[config.mk]
export PLATFORM = sky130hd
export DESIGN_NAME = shift_unit_arbiter
export DESIGN_NICKNAME = d
export VERILOG_FILES = /design/src/rtl/shift_unit_arbiter_pkg.sv /design/src/rtl/shift_unit_arbiter_shifter.sv /design/src/rtl/shift_unit_arbiter.sv
export SDC_FILE = /design/constraint.sdc
export NUM_CORES = 1
export LEC_CHECK = 0
export ABC_AREA = 1
export CORE_MARGIN = 4
export CORE_UTILIZATION = 35
export DETAILED_ROUTE_END_ITERATION = 8
export DONT_BUFFER_PORTS = 1
export PLACE_DENSITY = 0.51
export SETUP_SLACK_MARGIN = 0.1
export SLEW_MARGIN = 5
export SYNTH_ARGS = -nofsm -noshare
export SYNTH_HDL_FRONTEND = slang
export SYNTH_SLANG_ARGS = --single-unit
export TNS_END_PERCENT = 5
[constraint.sdc]
create_clock -name clk -period 2 [get_ports clk]
set_input_delay 0.2 -clock clk [delete_from_list [all_inputs] [get_ports clk]]
set_output_delay 0.2 -clock clk [all_outputs]
set_load 0.02 [all_outputs]
[src/rtl/shift_unit_arbiter_pkg.sv]
// Shared definitions for the shift-unit arbiter: data width, op and state encodings,
// and the single-stage shift primitive used by the barrel shifter.
package shift_unit_arbiter_pkg;

    localparam int DATA_W = 8;

    typedef enum logic [1:0] {
        OP_SLL = 2'b00,
        OP_SRL = 2'b01,
        OP_SRA = 2'b10,
        OP_ROR = 2'b11
    } shift_op_e;

    typedef enum logic [1:0] {
        ST_IDLE = 2'b00,
        ST_EXEC = 2'b01,
        ST_DONE = 2'b10
    } arb_state_e;

    // Rotate by DATA_W is the identity, since d >> DATA_W is zero and d << 0 is d.
    function automatic logic [DATA_W-1:0] shift_step(input logic [DATA_W-1:0] d,
                                                     input shift_op_e         op,
                                                     input int unsigned       k);
        logic [DATA_W-1:0] r;
        case (op)
            OP_SLL:  r = d << k;
            OP_SRL:  r = d >> k;
            OP_SRA:  r = DATA_W'($signed(d) >>> k);
            default: r = (d >> k) | (d << (DATA_W - k));
        endcase
        return r;
    endfunction

endpackage

[src/rtl/shift_unit_arbiter_shifter.sv]
// Shared combinational 8-bit shift unit. data2 carries {op, 2'b00, amt}; amt is not
// clamped, so bit 3 contributes a full 8-position shift on top of amt[2:0].
module shift_unit_arbiter_shifter
    import shift_unit_arbiter_pkg::*;
(
    input  logic [DATA_W-1:0] data1,
    input  logic [DATA_W-1:0] data2,
    output logic [DATA_W-1:0] result
);

    shift_op_e         op;
    logic [3:0]        amt;
    logic [DATA_W-1:0] s8, s4, s2;
    logic              unused_pad;

    assign op         = shift_op_e'(data2[7:6]);
    assign amt        = data2[3:0];
    assign unused_pad = ^data2[5:4];

    always_comb begin
        s8     = amt[3] ? shift_step(data1, op, 8) : data1;
        s4     = amt[2] ? shift_step(s8, op, 4)    : s8;
        s2     = amt[1] ? shift_step(s4, op, 2)    : s4;
        result = amt[0] ? shift_step(s2, op, 1)    : s2;
    end

endmodule

[src/rtl/shift_unit_arbiter.sv]
// Round-robin arbiter sharing one shift unit between two valid/ready requesters, with
// operand and result registers and a programmable settle time in EXEC.
//
//   state | meaning
//   IDLE  | waiting for a request; READY driven to the granted requester
//   EXEC  | operands held on the shift unit; counting down settle cycles
//   DONE  | result presented on the response channel until RSP_READY
module shift_unit_arbiter
    import shift_unit_arbiter_pkg::*;
#(
    parameter int SETTLE_CYCLES = 1
) (
    input  logic              clk,
    input  logic              reset,
    input  logic              req0_valid,
    output logic              req0_ready,
    input  logic [DATA_W-1:0] req0_data,
    input  logic [1:0]        req0_op,
    input  logic [3:0]        req0_amt,
    input  logic              req1_valid,
    output logic              req1_ready,
    input  logic [DATA_W-1:0] req1_data,
    input  logic [1:0]        req1_op,
    input  logic [3:0]        req1_amt,
    output logic              rsp_valid,
    input  logic              rsp_ready,
    output logic              rsp_id,
    output logic [DATA_W-1:0] rsp_data,
    output logic              busy
);

    localparam logic [2:0] CNT_LOAD = 3'(SETTLE_CYCLES - 1);

    arb_state_e        state_q, state_d;
    logic              rr_ptr_q;
    logic              owner_q;
    logic [DATA_W-1:0] data_q;
    shift_op_e         op_q;
    logic [3:0]        amt_q;
    logic [2:0]        cnt_q;
    logic              grant, grant_valid;
    logic              accept, capture;
    logic [DATA_W-1:0] shift_result;

    shift_unit_arbiter_shifter u_shift (
        .data1  (data_q),
        .data2  ({op_q, 2'b00, amt_q}),
        .result (shift_result)
    );

    // Preferred requester is rr_ptr; the other one gets the slot only if rr_ptr is idle.
    always_comb begin
        grant       = rr_ptr_q;
        grant_valid = 1'b0;
        if (rr_ptr_q ? req1_valid : req0_valid) begin
            grant       = rr_ptr_q;
            grant_valid = 1'b1;
        end else if (rr_ptr_q ? req0_valid : req1_valid) begin
            grant       = ~rr_ptr_q;
            grant_valid = 1'b1;
        end
    end

    always_comb begin
        state_d    = state_q;
        req0_ready = 1'b0;
        req1_ready = 1'b0;
        accept     = 1'b0;
        capture    = 1'b0;
        case (state_q)
            ST_IDLE: begin
                if (grant_valid) begin
                    req0_ready = ~grant;
                    req1_ready = grant;
                    accept     = 1'b1;
                    state_d    = ST_EXEC;
                end
            end
            ST_EXEC: begin
                if (cnt_q == 3'd0) begin
                    capture = 1'b1;
                    state_d = ST_DONE;
                end
            end
            ST_DONE: begin
                if (rsp_ready) begin
                    state_d = ST_IDLE;
                end
            end
            default: state_d = ST_IDLE;
        endcase
    end

    assign busy = (state_q != ST_IDLE);

    always_ff @(posedge clk) begin
        if (reset) begin
            state_q   <= ST_IDLE;
            rr_ptr_q  <= 1'b0;
            owner_q   <= 1'b0;
            data_q    <= '0;
            op_q      <= OP_SLL;
            amt_q     <= '0;
            cnt_q     <= '0;
            rsp_valid <= 1'b0;
            rsp_id    <= 1'b0;
            rsp_data  <= '0;
        end else begin
            state_q <= state_d;
            if (accept) begin
                owner_q  <= grant;
                rr_ptr_q <= ~grant;
                data_q   <= grant ? req1_data : req0_data;
                op_q     <= shift_op_e'(grant ? req1_op : req0_op);
                amt_q    <= grant ? req1_amt : req0_amt;
                cnt_q    <= CNT_LOAD;
            end else if (state_q == ST_EXEC && cnt_q != 3'd0) begin
                cnt_q <= cnt_q - 3'd1;
            end
            if (capture) begin
                rsp_valid <= 1'b1;
                rsp_id    <= owner_q;
                rsp_data  <= shift_result;
            end else if (state_q == ST_DONE && rsp_ready) begin
                rsp_valid <= 1'b0;
            end
        end
    end

endmodule

# [Word-level counts from Yosys, hierarchy flattened]
# Index checks and enable logic that the tools add are counted.
[totals] output_inout_bits=13 ff_bits=31 elab_cells=65 in_bits=33
[op_classes] n_reduce_logical=11 add_sub_neg=1 muxes=31 n_bitwise=5 eq_ne=7
[op_table] cell="$pmux W8 S3" count=3
[op_table] cell="$mux W8" count=5
[op_table] cell="$mux W1" count=16
[op_table] cell="$pmux W8 S2" count=1
[op_table] cell="$mux W2" count=4
[op_table] cell="$or A4 B8 Y8" count=1
[op_table] cell="$or A6 B8 Y8" count=1
[op_table] cell="$or A7 B8 Y8" count=1
[op_table] cell="$ne A2 B2 Y1 const B" count=3
[op_table] cell="$pmux W2 S3" count=1
[op_table] cell="$eq A2 B1 Y1 const B" count=2
[op_table] cell="$eq A2 B2 Y1 const B" count=2
[op_table] cell="$logic_not A2 Y1" count=2
[op_table] cell="$mux W4" count=1
[op_table] cell="$reduce_bool A2 Y1" count=2
[op_table] cell="$reduce_or A2 Y1" count=2
[op_table] cell="$logic_not A3 Y1" count=1
[op_table] cell="$reduce_and A3 Y1" count=1
[op_table] cell="$reduce_bool A3 Y1" count=1
[op_table] cell="$sub A3 B1 Y3 const B" count=1
[op_table] cell="$logic_and A1 B1 Y1" count=2
[op_table] cell="$not A1 Y1" count=2

# [Logic depth before layout (Yosys ltp)]
[logic_depth] ltp_word=13 mapped_depth=14 ltp_nobuf=14

# [By module]
# From an unflattened synthesis, not the netlist that was laid out.
[unflattened] cells_unflattened=310 hier_area_um2=1985.7
[modules_own_cells] mod="shift_unit_arbiter" area_each_um2=1336.3 seq_area_each_um2=620.6 instances=1 cells_each=175
[modules_own_cells] mod="shift_unit_arbiter_shifter" area_each_um2=649.4 seq_area_each_um2=0.0 instances=1 cells_each=135

# [Worst setup path after synthesis]
# Ideal clock, no wire load.
[synth_path] kind="register -> register" from="reg state_q[1]" to="reg amt_q[1]" path_buffers=0 setup_time_ns=0.079 arrival_ns=1.509 path_stages_with_launch=8 required_ns=1.921 synth_period_minus_slack_ns=1.588 slack_ns=0.412 path_cell_list="dfxtp_1 -> nor2_1 -> inv_1 -> nor2_2 -> inv_1 -> nor2_1 -> nand2_1 -> o211ai_1"
[synth_between] elab_chain_cells=2
[synth_lines] element="from (decl)" line="shift_unit_arbiter.sv:34" rtl="arb_state_e state_q, state_d;"
[synth_lines] element="from (signal assigned)" line="shift_unit_arbiter.sv:109" rtl="state_q <= state_d;"
[synth_lines] element="$logic_not A2 Y1" line="shift_unit_arbiter.sv:70" rtl="case (state_q)"
[synth_lines] element="$mux W1" line="shift_unit_arbiter.sv:70"
[synth_lines] element="to (signal assigned)" line="shift_unit_arbiter.sv:115" rtl="amt_q <= grant ? req1_amt : req0_amt;"
[synth_lines] element="to (decl)" line="shift_unit_arbiter.sv:39" rtl="logic [3:0] amt_q;"
# No other way between the ends.
# A chain may end at the register's enable or synchronous reset.

# [Worst setup path after layout]
[layout_path] from="reg op_q[1]" to="reg rsp_data[1]"
[layout_between] elab_chain_cells=13 elab_cells_between_ends=15 cone_classes="2 x eq/ne; 8 x mux; 3 x bitwise; 2 x reduce/logical"
[layout_lines] element="from (decl)" line="shift_unit_arbiter.sv:38" rtl="shift_op_e op_q;"
[layout_lines] element="from (signal assigned)" line="shift_unit_arbiter.sv:114" rtl="op_q <= shift_op_e'(grant ? req1_op : req0_op);"
[layout_lines] element="$eq A2 B1 Y1 / $logic_not A2 Y1 (equally long branches)" line="shift_unit_arbiter_pkg.sv:25" rtl="case (op)"
[layout_lines] element="$reduce_or A2 Y1 (no line)"
[layout_lines] element="$pmux W8 S2" line="shift_unit_arbiter_pkg.sv:25"
[layout_lines] element="$mux W8" line="shift_unit_arbiter_shifter.sv:21" rtl="s8 = amt[3] ? shift_step(data1, op, 8) : data1;"
[layout_lines] element="$or A4 B8 Y8" line="shift_unit_arbiter_pkg.sv:29" rtl="default: r = (d >> k) | (d << (DATA_W - k));"
[layout_lines] element="$pmux W8 S3" line="shift_unit_arbiter_pkg.sv:25"
[layout_lines] element="$mux W8" line="shift_unit_arbiter_shifter.sv:22" rtl="s4 = amt[2] ? shift_step(s8, op, 4) : s8;"
[layout_lines] element="$or A6 B8 Y8" line="shift_unit_arbiter_pkg.sv:29"
[layout_lines] element="$pmux W8 S3" line="shift_unit_arbiter_pkg.sv:25"
[layout_lines] element="$mux W8" line="shift_unit_arbiter_shifter.sv:23" rtl="s2 = amt[1] ? shift_step(s4, op, 2) : s4;"
[layout_lines] element="$or A7 B8 Y8" line="shift_unit_arbiter_pkg.sv:29"
[layout_lines] element="$pmux W8 S3" line="shift_unit_arbiter_pkg.sv:25"
[layout_lines] element="$mux W8 *" line="shift_unit_arbiter_shifter.sv:24" rtl="result = amt[0] ? shift_step(s2, op, 1) : s2;"
[layout_lines] element="to (signal assigned)" line="shift_unit_arbiter.sv:123" rtl="rsp_data <= shift_result;"
[layout_lines] element="to (decl)" line="shift_unit_arbiter.sv:28" rtl="output logic [DATA_W-1:0] rsp_data,"
# Mark *: on every way between the ends. The rest lies on a longest branch, timed or not.

==> flow_metrics.tcl <==
set metrics [dict create \
    wl_mm 5.09 \
    firstDrtPassIters 4 \
    track_usage_pct 17.4 \
    grt_pass1_vias 1923 \
    finalCritPeriodShare_pct 85.7 \
    cts_sinks 31 \
    setup_violations 0 \
    dp.cells 380 \
    crit_buf_inv 1 \
    reg2reg_depth 7 \
    regToRegSetupSlack_ps 290 \
    die_y_um 81.9 \
    worst_hold_path_type "in2reg" \
    gp_congestion 0.856 \
    final_area_um2 2090 \
    vias 1909 \
    intPower_mw 1.08 \
    syn-num-nets 346 \
    crit_path_end_kind "register" \
    seq_area_frac_synth_pct 32.4 \
    start_kind "register" \
    critPathRequiredTime_ps 2220 \
    dpl-instance-area_um2 2000 \
    synth_compound_area_share_pct 11.9 \
    vias_per_cell 4.91 \
    cp_cell_sequence "nor2_4 -> inv_1 -> nor2_1 -> nand3_1 -> nand2_1 -> a21oi_1 -> a21oi_1" \
    min_to "data_q[4]" \
    cts_tree "built" \
    fin_cells 389 \
    grt_util_met3_pct 4.06 \
    fin_nets 353 \
    pin_count 46 \
    vdd_drop_max_v 0.000348 \
    critPathKind "reg2reg" \
    ys_ff_latch 31 \
    grt_util_met2_pct 27.1 \
    tightest_slew_ps 513 \
    final.fill_count 585 \
    yosys_warnings 0 \
    synth.distinct_cells 29 \
    synthMuxAreaShare_pct 0 \
    htree_levels 2 \
    drt_iter0_markers 137 \
    syn_inst 311 \
    tns_ps 0 \
    antenna_left 0 \
    cp.arrival_ps 1930 \
    whs_ps 42.1 \
    core_area_um2 5200 \
    busiest_layer "met2" \
    switching_share_pct 36.5 \
    outcome "finished, final reports clean" \
    drv_slew 0 \
    num_antenna_cells 0 \
    yosys.area_share.simple_pct 44.2 \
    r2r-end "rsp_data[1]" \
    slowest_delay_ps 410 \
    dp_hpwl_mm 3.96 \
    fp-row-count 26 \
    drive_above_1_share_pct 9.72 \
    clock_skew_ps 3.22 \
    crit_path_max_fanout 10 \
    clkPwrFrac_pct 27.8 \
    whs_path_depth 2 \
    p_sw_mw 0.620 \
    root_buffer "clkbuf_8" \
    hold_viol_final 0 \
    numCtsBuffers 5 \
    portBuffers 0 \
    combinationalPowerShare_pct 27.3 \
    grt_pass1_wl_mm 8.89 \
    path_clk_slew_ps 60 \
    fin_crit_ps 1710 \
    maxCapViolCount 0 \
    clock_latency_ps 280 \
    synth_xor_area_share_pct 0.458 \
    synth.avg_cell_area_um2 6.15 \
    power.density_nw_per_um2 813 \
    mostFrequentLayoutCell "nand2_1" \
    grt_use_met1_pct 22.7 \
    overflow 0 \
    drc_errors 0 \
    timing.fmax_ghz 0.584 \
    cpLargestDelayFamily "simple AND/OR/NAND/NOR gates" \
    synth_top_family_by_area "simple AND/OR/NAND/NOR gates" \
    syn2layout_area_growth_pct 9.42 \
    syn-cell-area_um2 1910 \
    final_cell_mix "nand2_1 (112), nand3_1 (42), inv_1 (33)" \
    antenna_found_initial 0 \
    rsz0062_at_grt "true" \
    clockBufferDepth 2 \
    min-delay-start "req0_data[4]" \
    die_x_um 81.9 \
    r2r-start "op_q[1]" \
    power_frac_seq_pct 44.9 \
    synth_fa_ha_area_share_pct 1.31 \
    path_common_cell "a21oi_1" \
    slew_headroom_pct 65.6 \
    p_leak_nw 0.997 \
    grt_start_max_net_pins 20 \
    dieArea_um2 6710 \
    start_util_pct 36.8 \
    routedWlPerCell_um 13.1 \
    slowest_stage "nor2_1" \
]
[logic make-up after synthesis]
group                      after synthesis
xor gates and xnor gates                 1
and+or+nand+nor                        196
AOI/OAI and AO/OA                       38
adders and majority gates                2
buffers and inverters                   43
DFF                                     31
[registers in the layout, indices dropped and copies added (netlist names)]
signal	cells
amt_q	4
state_q	2
cnt_q	3
data_q	8
rr_ptr_q	1
owner_q	1
rsp_id	1
op_q	2
rsp_valid	1
rsp_data	8
[power groups by stage]
stage | clock network [mW] | logic (mW) | registers [mW]
2_1_floorplan | 0 | 0.372 | 0.761
3_3_place_gp | 0 | 0.463 | 0.777
3_5_place_dp | 0 | 0.461 | 0.777
4_1_cts | 0.496 | 0.469 | 0.764
5_1_grt | 0.527 | 0.541 | 0.773
6_report | 0.473 | 0.465 | 0.763
[Yosys cell counts]
| library cell | instances | area, um^2 |
|---|---|---|
| nand3_1 | 42 | 210 |
| nand4_2 | 1 | 12.5 |
| clkbuf_1 | 2 | 7.51 |
| o21ai_0 | 9 | 45.0 |
| buf_2 | 2 | 10.0 |
| dfxtp_1 | 31 | 621 |
| o211a_1 | 1 | 10.0 |
| buf_6 | 1 | 11.3 |
| a31oi_1 | 5 | 31.3 |
| nand2_1 | 112 | 420 |
| inv_2 | 2 | 7.51 |
| o21ai_2 | 3 | 26.3 |
| nand3b_1 | 2 | 15.0 |
| nor3_1 | 1 | 5.00 |
| a21oi_1 | 11 | 55.1 |
| ha_1 | 2 | 25.0 |
| or2_1 | 2 | 12.5 |
| clkbuf_8 | 1 | 13.8 |
| xor2_1 | 1 | 8.76 |
| nor2_4 | 1 | 11.3 |
| o21ai_1 | 3 | 15.0 |
| nor2_1 | 24 | 90.1 |
| clkinv_1 | 1 | 3.75 |
| o211ai_1 | 5 | 37.5 |
| nor2_2 | 2 | 12.5 |
| inv_1 | 33 | 124 |
| nand2_2 | 9 | 56.3 |
| a21boi_1 | 1 | 7.51 |
| clkbuf_4 | 1 | 7.51 |
[metal layers]
layer,up-vias,part of all wire (%),wire (um)
met4,0,2.3,117
met2,43,46,2340
met1,846,47,2390
met3,9,4.9,248
met5,-,0,0
li1,1011,-,-
[how the worst max path moves through the flow]
stage                    start     endpoint  slack [ps]  depth (start not counted)
floorplan           state_q[1]     amt_q[1]         410                          7
global placement      cnt_q[0]  rsp_data[7]         210                          9
detailed placement    cnt_q[0]  rsp_data[7]         120                          9
CTS                    op_q[0]  rsp_data[1]         240                          7
global route           op_q[1]  rsp_data[5]         100                         10
finish                 op_q[1]  rsp_data[1]         290                          7
[area by class of cell]
cell class | count | area (um^2) | area share (%)
Clock buffer | 7 | 76.3 | 3.65
Clock inverter | 1 | 5.00 | 0.239
Inverter | 36 | 135 | 6.46
Multi-Input combinational cell | 237 | 1110 | 53.1
Sequential cell | 31 | 622 | 29.7
Tap cell | 70 | 87.6 | 4.18
Timing Repair Buffer | 7 | 55.1 | 2.63
[through the flow]
step / utilization, % / power [mW] / worst slack, ps
after floorplan: - / 1.13 / 412
after global placement: 38.3 / 1.24 / 212
after detailed placement: 38.3 / 1.24 / 121
after CTS: 40.2 / 1.73 / 244
after global routing: 40.2 / 1.84 / 97.7
final: 40.2 / 1.70 / 287
[repair_timing]
item                                    4_1_cts  5_1_grt
buffers inserted                              0        0
gates resized for setup                       1        1
endpoints found under the hold margin         7        0
endpoints found under the setup margin        1        3
gates cloned                                  0        0
hold buffers                                  1        0
Power figures use the tool's default switching activity.
